<file path="config.mk">
export PLATFORM = sky130hd
export DESIGN_NAME = mix_columns_iter
export DESIGN_NICKNAME = d
export VERILOG_FILES = /design/src/rtl/aes_pkg.sv /design/src/rtl/xtime.sv /design/src/rtl/mix_columns_iter.sv
export SDC_FILE = /design/constraint.sdc
export NUM_CORES = 1
export LEC_CHECK = 0
export ABC_AREA = 1
export CAP_MARGIN = 20
export CORE_UTILIZATION = 45
export CTS_CLUSTER_DIAMETER = 50
export DETAILED_ROUTE_END_ITERATION = 16
export PLACE_DENSITY = 0.71
export SYNTH_ARGS = -nofsm -noshare
export SYNTH_HDL_FRONTEND = slang
export SYNTH_SLANG_ARGS = --single-unit
</file>
<file path="constraint.sdc">
create_clock -name clk -period 3.9 [get_ports clk]
set_clock_uncertainty 0.2 [all_clocks]
set_input_delay 0.39 -clock clk [delete_from_list [all_inputs] [get_ports clk]]
set_output_delay 0.39 -clock clk [all_outputs]
set_load 0.1 [all_outputs]
</file>
<file path="src/rtl/aes_pkg.sv">
// Shared AES definitions for the iterative MixColumns block.
//   mc_state_t   : controller states (IDLE, BUSY, DONE)
//   AES_POLY_RED : low byte of the GF(2^8) reduction polynomial 0x11B
//   aes_state_t  : one 128-bit AES state
package aes_pkg;

  typedef enum logic [1:0] {
    IDLE = 2'd0,
    BUSY = 2'd1,
    DONE = 2'd2
  } mc_state_t;

  localparam logic [7:0] AES_POLY_RED = 8'h1B;

  typedef logic [127:0] aes_state_t;

endpackage

</file>
<file path="src/rtl/xtime.sv">
// GF(2^8) multiply-by-2 (AES xtime), purely combinational.
//   in_byte  : operand byte
//   out_byte : in_byte * 2, reduced modulo 0x11B
module xtime
  import aes_pkg::*;
(
  input  logic [7:0] in_byte,
  output logic [7:0] out_byte
);

  // Shift left; fold the bit shifted out of position 7 back in via 0x1B.
  assign out_byte = {in_byte[6:0], 1'b0} ^ (in_byte[7] ? AES_POLY_RED : 8'h00);

endmodule

</file>
<file path="src/rtl/mix_columns_iter.sv">
// Iterative AES forward MixColumns: one column per cycle.
//   clk, rst_n : clock, asynchronous active-low reset
//   in_valid / in_ready / in_state    : input handshake and ShiftRows output
//   out_valid / out_ready / out_state : result handshake and MixColumns output
// Handshakes: a transfer happens on a rising edge where valid && ready are
// both 1. in_ready is 1 only in IDLE, out_valid is 1 only in DONE; both come
// straight from the state register, and out_state is held until taken.
// Column c occupies state[127-32c -: 32], row 0 in its most significant byte.
module mix_columns_iter
  import aes_pkg::*;
(
  input  logic       clk,
  input  logic       rst_n,
  input  logic       in_valid,
  output logic       in_ready,
  input  aes_state_t in_state,
  output logic       out_valid,
  input  logic       out_ready,
  output aes_state_t out_state
);

  mc_state_t  state, state_nxt;
  logic [1:0] col;
  aes_state_t work, result;

  logic [31:0] col_in, col_out;
  logic [7:0]  a  [4];
  logic [7:0]  x2 [4];

  // ---------------- FSM: state register ----------------
  always_ff @(posedge clk or negedge rst_n) begin
    if (!rst_n) state <= IDLE;
    else        state <= state_nxt;
  end

  // ---------------- FSM: next state ----------------
  always_comb begin
    state_nxt = state;
    case (state)
      IDLE:    if (in_valid)    state_nxt = BUSY;
      BUSY:    if (col == 2'd3) state_nxt = DONE;
      DONE:    if (out_ready)   state_nxt = IDLE;
      default:                  state_nxt = IDLE;
    endcase
  end

  // ---------------- FSM: outputs ----------------
  always_comb begin
    in_ready  = 1'b0;
    out_valid = 1'b0;
    case (state)
      IDLE:    in_ready  = 1'b1;
      DONE:    out_valid = 1'b1;
      default: ;
    endcase
  end

  assign out_state = result;

  // ---------------- active column datapath ----------------
  always_comb begin
    case (col)
      2'd0:    col_in = work[127:96];
      2'd1:    col_in = work[95:64];
      2'd2:    col_in = work[63:32];
      default: col_in = work[31:0];
    endcase
  end

  assign a[0] = col_in[31:24];
  assign a[1] = col_in[23:16];
  assign a[2] = col_in[15:8];
  assign a[3] = col_in[7:0];

  for (genvar i = 0; i < 4; i++) begin : g_xtime
    xtime u_xtime (
      .in_byte  (a[i]),
      .out_byte (x2[i])
    );
  end

  // 3x = 2x ^ x, so each row is the XOR of two doubled bytes and three plain ones.
  assign col_out[31:24] = x2[0] ^ x2[1] ^ a[1] ^ a[2] ^ a[3];
  assign col_out[23:16] = a[0] ^ x2[1] ^ x2[2] ^ a[2] ^ a[3];
  assign col_out[15:8]  = a[0] ^ a[1] ^ x2[2] ^ x2[3] ^ a[3];
  assign col_out[7:0]   = x2[0] ^ a[0] ^ a[1] ^ a[2] ^ x2[3];

  // ---------------- working / result registers ----------------
  // Capture is a private copy, so in_state may change freely after acceptance.
  // col is 2 bits wide, so the step after column 3 wraps to 0 by itself.
  always_ff @(posedge clk or negedge rst_n) begin
    if (!rst_n) begin
      col    <= 2'd0;
      work   <= '0;
      result <= '0;
    end else if (state == IDLE && in_valid) begin
      work <= in_state;
      col  <= 2'd0;
    end else if (state == BUSY) begin
      case (col)
        2'd0:    result[127:96] <= col_out;
        2'd1:    result[95:64]  <= col_out;
        2'd2:    result[63:32]  <= col_out;
        default: result[31:0]   <= col_out;
      endcase
      col <= col + 2'd1;
    end
  end

endmodule
</file>
### After elaboration in Yosys (flattened, before gate mapping)

Cells that the tools add are included.

| word-level totals | value |
|---|---|
| register bits after elaboration | 260 |
| input bits | 132 |
| output and inout bits | 130 |
| logic and storage cells | 61 |

| operators by class | value |
|---|---|
| $add $sub $neg | 1 |
| eq/ne operators | 8 |
| multiplexer cells | 13 |
| bitwise logic cells | 22 |
| reductions and logical operators | 10 |

Operators by type and width:

| kind | count |
|---|---|
| 8-bit bitwise XOR | 20 |
| 32-bit one-hot mux with 3 select lines | 1 |
| 5-bit 2-to-1 mux | 4 |
| 3-bit AND reduction | 5 |
| 2-bit 2-to-1 mux | 5 |
| 2-bit == test (second input constant) | 3 |
| 2-bit inequality test (second input constant) | 3 |
| 2-bit one-hot mux with 3 select lines | 1 |
| 2-bit by 1-bit == test with 1-bit output (second input constant) | 2 |
| 2-bit logical NOT | 2 |
| 3-bit OR reduction | 1 |
| 2-bit by 1-bit adder with 2-bit output (second input constant) | 1 |
| 1-bit 2-to-1 mux | 2 |
| 1-bit NOT | 2 |
| 2-bit nonzero test | 1 |
| 1-bit logical AND | 1 |

### Logic depth before layout (Yosys ltp)

| logic depth | value |
|---|---|
| word-level depth | 8 |
| mapped depth | 17 |
| gate-level depth less buffers | 16 |

### Hierarchy

A second synthesis with hierarchy kept.

| unflattened totals | value |
|---|---|
| cells, all modules | 1,798 |
| area, all modules | 13,146.4 um^2 |

By module, submodules not included:

| module | times used | cells each | area each (um^2) | sequential area each (um^2) |
|---|---|---|---|---|
| mix_columns_iter | 1 | 1,726 | 12,801.0 | 6,506.2 |
| xtime | 4 | 18 | 86.3 | 0.0 |

### Worst setup path after synthesis

OpenSTA, ideal clock, no wires.

| timing path | value |
|---|---|
| path type | reg2reg |
| start | register state[0] |
| end | register work[10] |
| setup time | 0.083 ns |
| data arrival time | 2.753 ns |
| data required time | 3.617 ns |
| path slack | 0.865 ns |
| stages on the path, launching flop included | 8 |
| buffers on the path | 2 |
| cell sequence | dfrtp_1 > nor2_1 > nand2_1 > inv_1 > clkbuf_1 > clkbuf_1 > nand2_1 > o21ai_0 |

| on the way | value |
|---|---|
| cells in the longest elaborated chain, start to end | 2 |

Ends and longest elaborated chain:

| what | line | source |
|---|---|---|
| from (decl) | mix_columns_iter.sv:22 | `mc_state_t state, state_nxt;` |
| from (signal assigned) | mix_columns_iter.sv:33 | `else state <= state_nxt;` |
| 2-bit logical NOT | mix_columns_iter.sv:96 | `end else if (state == IDLE && in_valid) begin` |
| 1-bit logical AND | mix_columns_iter.sv:96 |  |
| to (signal assigned) | mix_columns_iter.sv:97 | `work <= in_state;` |
| to (decl) | mix_columns_iter.sv:24 | `aes_state_t work, result;` |

No other way between the ends.
A chain may end at the register's enable or synchronous reset.

### Worst setup path after layout

| timing path | value |
|---|---|
| start | register col[1] |
| end | register result[92], in the netlist out_state[92] |

| on the way | value |
|---|---|
| cells in the longest elaborated chain, start to end | 8 |
| elaborated cells on any way between the ends | 13 |
| those cells by class | eq/ne: 2; mux: 3; bitwise: 6; reduce/logical: 2 |

Ends and longest elaborated chain:

| what | line | source |
|---|---|---|
| from (decl) | mix_columns_iter.sv:23 | `logic [1:0] col;` |
| from (signal assigned) | mix_columns_iter.sv:106 | `col <= col + 2'd1;` |
| 2-bit == test (tied with other cells) | mix_columns_iter.sv:62 | `case (col)` |
| 32-bit one-hot mux with 3 select lines | mix_columns_iter.sv:62 |  |
| 5-bit 2-to-1 mux | xtime.sv:12 | `assign out_byte = {in_byte[6:0], 1'b0} ^ (in_byte[7] ? AES_POLY_RED : 8'h00);` |
| 8-bit bitwise XOR | xtime.sv:12 |  |
| 8-bit bitwise XOR (4 in a row) | mix_columns_iter.sv:83 | `assign col_out[31:24] = x2[0] ^ x2[1] ^ a[1] ^ a[2] ^ a[3];` |
| to (signal assigned) | mix_columns_iter.sv:102 | `2'd1: result[95:64] <= col_out;` |
| to (decl) | mix_columns_iter.sv:24 |  |

Several ways; a longest one is shown, not always the timed one.

==> summary by stage <==
Global routing
The maximum number of pins on one net before global-route repair is 125. The global-route usage over all layers is 0.2919. The initial antenna violation count was 0. The number of global-route vias before repair is 12.21k. The sum of overflow across all layers after global routing is 0. The first global-routing pass estimated 65540 um of wire.

Setup path
At the worst endpoint, the arrival time is 3.47 ns. The worst setup path startpoint is col[1]. The maximum fanout count along the critical path is 19.

The worst flop-to-flop path endpoint is out_state[92]. Traced cell by cell, the critical path runs through inv_1 > ha_1 > buf_4 > nand2_1 > o21ai_1 > nor2_1 > nor2_1 > nand2_1 > nand2_1 > nand2_1 > nand2_1 > nand2_1 > nand3_1 > nand2_1. Measured in cells, the most critical reg-to-reg path has a length of 14. The capturing instance or port of the critical path is out_state[92].

Counting stages on the worst path, the most repeated cell is nand2_1. STA classifies the critical path endpoint as a flop. For flop-to-flop paths, the worst setup slack is 0.66 ns.

The required time reported for the critical path endpoint is 4.13 ns. The category of the critical setup timing path is flop to flop. STA classifies the critical path startpoint as a flop.

The slowest stage of the critical path is the ha_1 cell. The delay contributed by the slowest stage of the critical path is 0.60 ns. The reg-to-reg startpoint is col[1].

Placement
At the end of routability-driven placement, the weighted congestion stood at 0.9238. The count of input and output buffers is 261. The HPWL after detailed placement is 30250 um.

CTS
In this run the number of H-tree levels came out at 1. In this run, CTS created clock tree buffers numbering 30. The number of sinks handled by clock tree synthesis is 260. The CTS root buffer is clkbuf_16. The insertion delay to the later sink of the worst-skew pair is 0.55 ns. The clock tree from TritonCTS is yes. The maximum clock insertion buffer count is 3. The clock transition at the registers of the reported paths is 0.06 ns.

Detailed routing
The detailed router finished its first iteration with 1182 violations. The number of vias after detailed routing is 12.49k. Summed over all layers, the routed wires come to 41510 um. In this run the remaining antenna-violating nets after routing total 0. The number of iterations in the first detailed-routing pass is 5.

In the routed layout, each cell is associated on average with a via count of 5.111. For this run, design rule violations remaining after detail routing come to 0. The routed length per placed instance is 16.99 um.

STA
The number of hold-slack violations in the final timing report is 0. The slew at the pin closest to its max-slew limit is 1.054 ns. Setup repair after global routing left no endpoint under its margin.

Across all hold checks on the routed design, the worst slack comes to 0.1706 ns. The maximum clock frequency is 309.0 MHz. The clock period minus worst slack is 3.236 ns.

In the final timing run, aggregate negative setup slack is 0 ns. The worst slew margin relative to its limit is 0.2951. The final count of negative-setup-slack endpoints is 0.

The part of the cycle the worst path needs is 0.8298. The number of pins with negative max-slew slack in the final report is 0.

Floorplanning
Pin placement for this block handled 262 I/O pins. The die boundary width is 171.1 um. The total area inside the core boundary comes to 27930 um^2.

The die boundary height is 171.1 um. The initial utilization of the core area, before any placement, comes to 0.4608. The cell row count is 61.

The die covers 29290 um^2.

Yosys
The number of library cell types mapped by synthesis is 36. The synthesized instance count is 1796. Counting every net in the synthesized netlist gives 1933. After synthesis, the cell types taking the most area are dfrtp_1, nand2_1, nand3_1. Of all cell types, the one taking the most synthesized area is dfrtp_1. After synthesis, the mean cell area works out to 7.167 um^2. After synthesis the cells add up to 12870 um^2. Counting flops with an async set or reset pin after synthesis yields a share of 1.000. The cell with the most instances after synthesis is nand2_1.

In the synthesized netlist, the cells that appear most often are nand2_1, dfrtp_1, nand3_1. In this run, synthesis inferred 0 flip-flops with an integrated enable. For this run, the number of Yosys warnings is 0. The most used flip-flop cell after synthesis is dfrtp_1. The synthesized design contains 260 register bits. Of the synthesized area, sequential elements account for 0.5054. Of the post-synthesis cell area, the dominant cell type holds 0.5054.

Run status
The run finished with clean final reports.

Finish
The area growth from synthesis to layout is 31.27%. The antenna cell count is 0. Of the cells placed in the final design, the portion with a size suffix greater than 1 is 0.05521.

The number of nets in the layout is 2182.

Hold path
The path class of the tightest hold or removal check is input pin to flop.

Flow run
Max-cap violations in this run came to 0.
state kept, by name (all words and copies together), names as in the netlist:
signal and count:
out_state 128, work 128, col 2, state 2
cell families (layout without fill, tap and decap cells):
logic type | after synthesis | after routing | share of synthesized area
adders and majority gates | 5 | 5 | 0.004860
DFF | 260 | 260 | 0.5054
AOI/OAI and AO/OA | 96 | 96 | 0.04627
xor gates and xnor gates | 8 | 8 | 0.006610
buffers and inverters | 150 | 419 | 0.04714
and+or+nand+nor | 1277 | 1277 | 0.3897
cells in the final DEF (no fill, tap or decap), types with 8 or more instances in the layout:
cell type and count:
nand2_1 1057, dfrtp_1 260, clkdlybuf4s50_1 260, nand3_1 134
inv_1 69, nor2_1 67, o21ai_0 47, clkbuf_16 31
buf_4 23, o21ai_1 18, nor2_2 9, o22ai_1 9
inv_2 8
critical path, delay by kind of cell (launching register included):
| family | cells | cell delay, ns |
|---|---|---|
| adders and majority gates | 1 | 0.60 |
| buffers and inverters | 2 | 0.44 |
| and+or+nand+nor | 10 | 1.22 |
| DFF | 1 | 0.44 |
| AOI/OAI and AO/OA | 1 | 0.22 |
cell type report:
| type | instances | area [um^2] |
|---|---|---|
| clock buffer | 41 | 863.3 |
| clock inverter | 11 | 145.1 |
| fill | 2569 | 11040 |
| inverter | 80 | 302.8 |
| multi-input combinational | 1386 | 5767 |
| sequential | 260 | 6506 |
| tap | 378 | 473.0 |
| timing repair buffer | 287 | 2840 |
how the worst min path moves through the flow:
stage / startpoint / to / slack (ns) / cells after the start
after floorplan: rst_n / col[0] / -0.11 / 0
after global placement: out_state[127] / out_state[127] / 0.26 / 2
after detailed placement: out_state[56] / out_state[56] / 0.26 / 2
after CTS: in_state[115] / work[115] / 0.15 / 3
after global routing: in_state[69] / work[69] / 0.18 / 3
final: in_state[115] / work[115] / 0.17 / 3
timing repair:
| item | 4_1_cts | 5_1_grt |
|---|---|---|
| endpoints found under the setup margin | 0 | 0 |
| setup buffers | 0 | 0 |
| hold buffers | 1 | 0 |
| resized for setup | 0 | 0 |
| hold endpoints to repair | 119 | 0 |
through the flow:
| step | cell area, um^2 | setup WS [ns] | util | cells |
|---|---|---|---|---|
| floorplan | 12870 | 0.8647 | - | 1796 |
| finish | 16900 | 0.6639 | 0.6049 | 2443 |
| detailed placement | 15880 | 0.6949 | 0.5684 | 2390 |
| global placement | 15880 | 0.7422 | 0.5684 | 2390 |
| global route | 16900 | 0.3480 | 0.6049 | 2443 |
| CTS | 16900 | 0.6741 | 0.6049 | 2443 |
metal layers:
metal / routed length [um] / vias up / global-route usage / part of all wire
met1: 18360 / 5844 / 0.4038 / 0.44
met2: 18400 / 497 / 0.4615 / 0.44
met4: 1508 / 0 / 0.1079 / 0.036
met5: 0 / - / 0 / 0
met3: 3248 / 76 / 0.04765 / 0.078
li1: - / 6068 / - / -
Power is not shown: default switching activity piles up to over one toggle a cycle in this logic, so the estimate is an artifact.
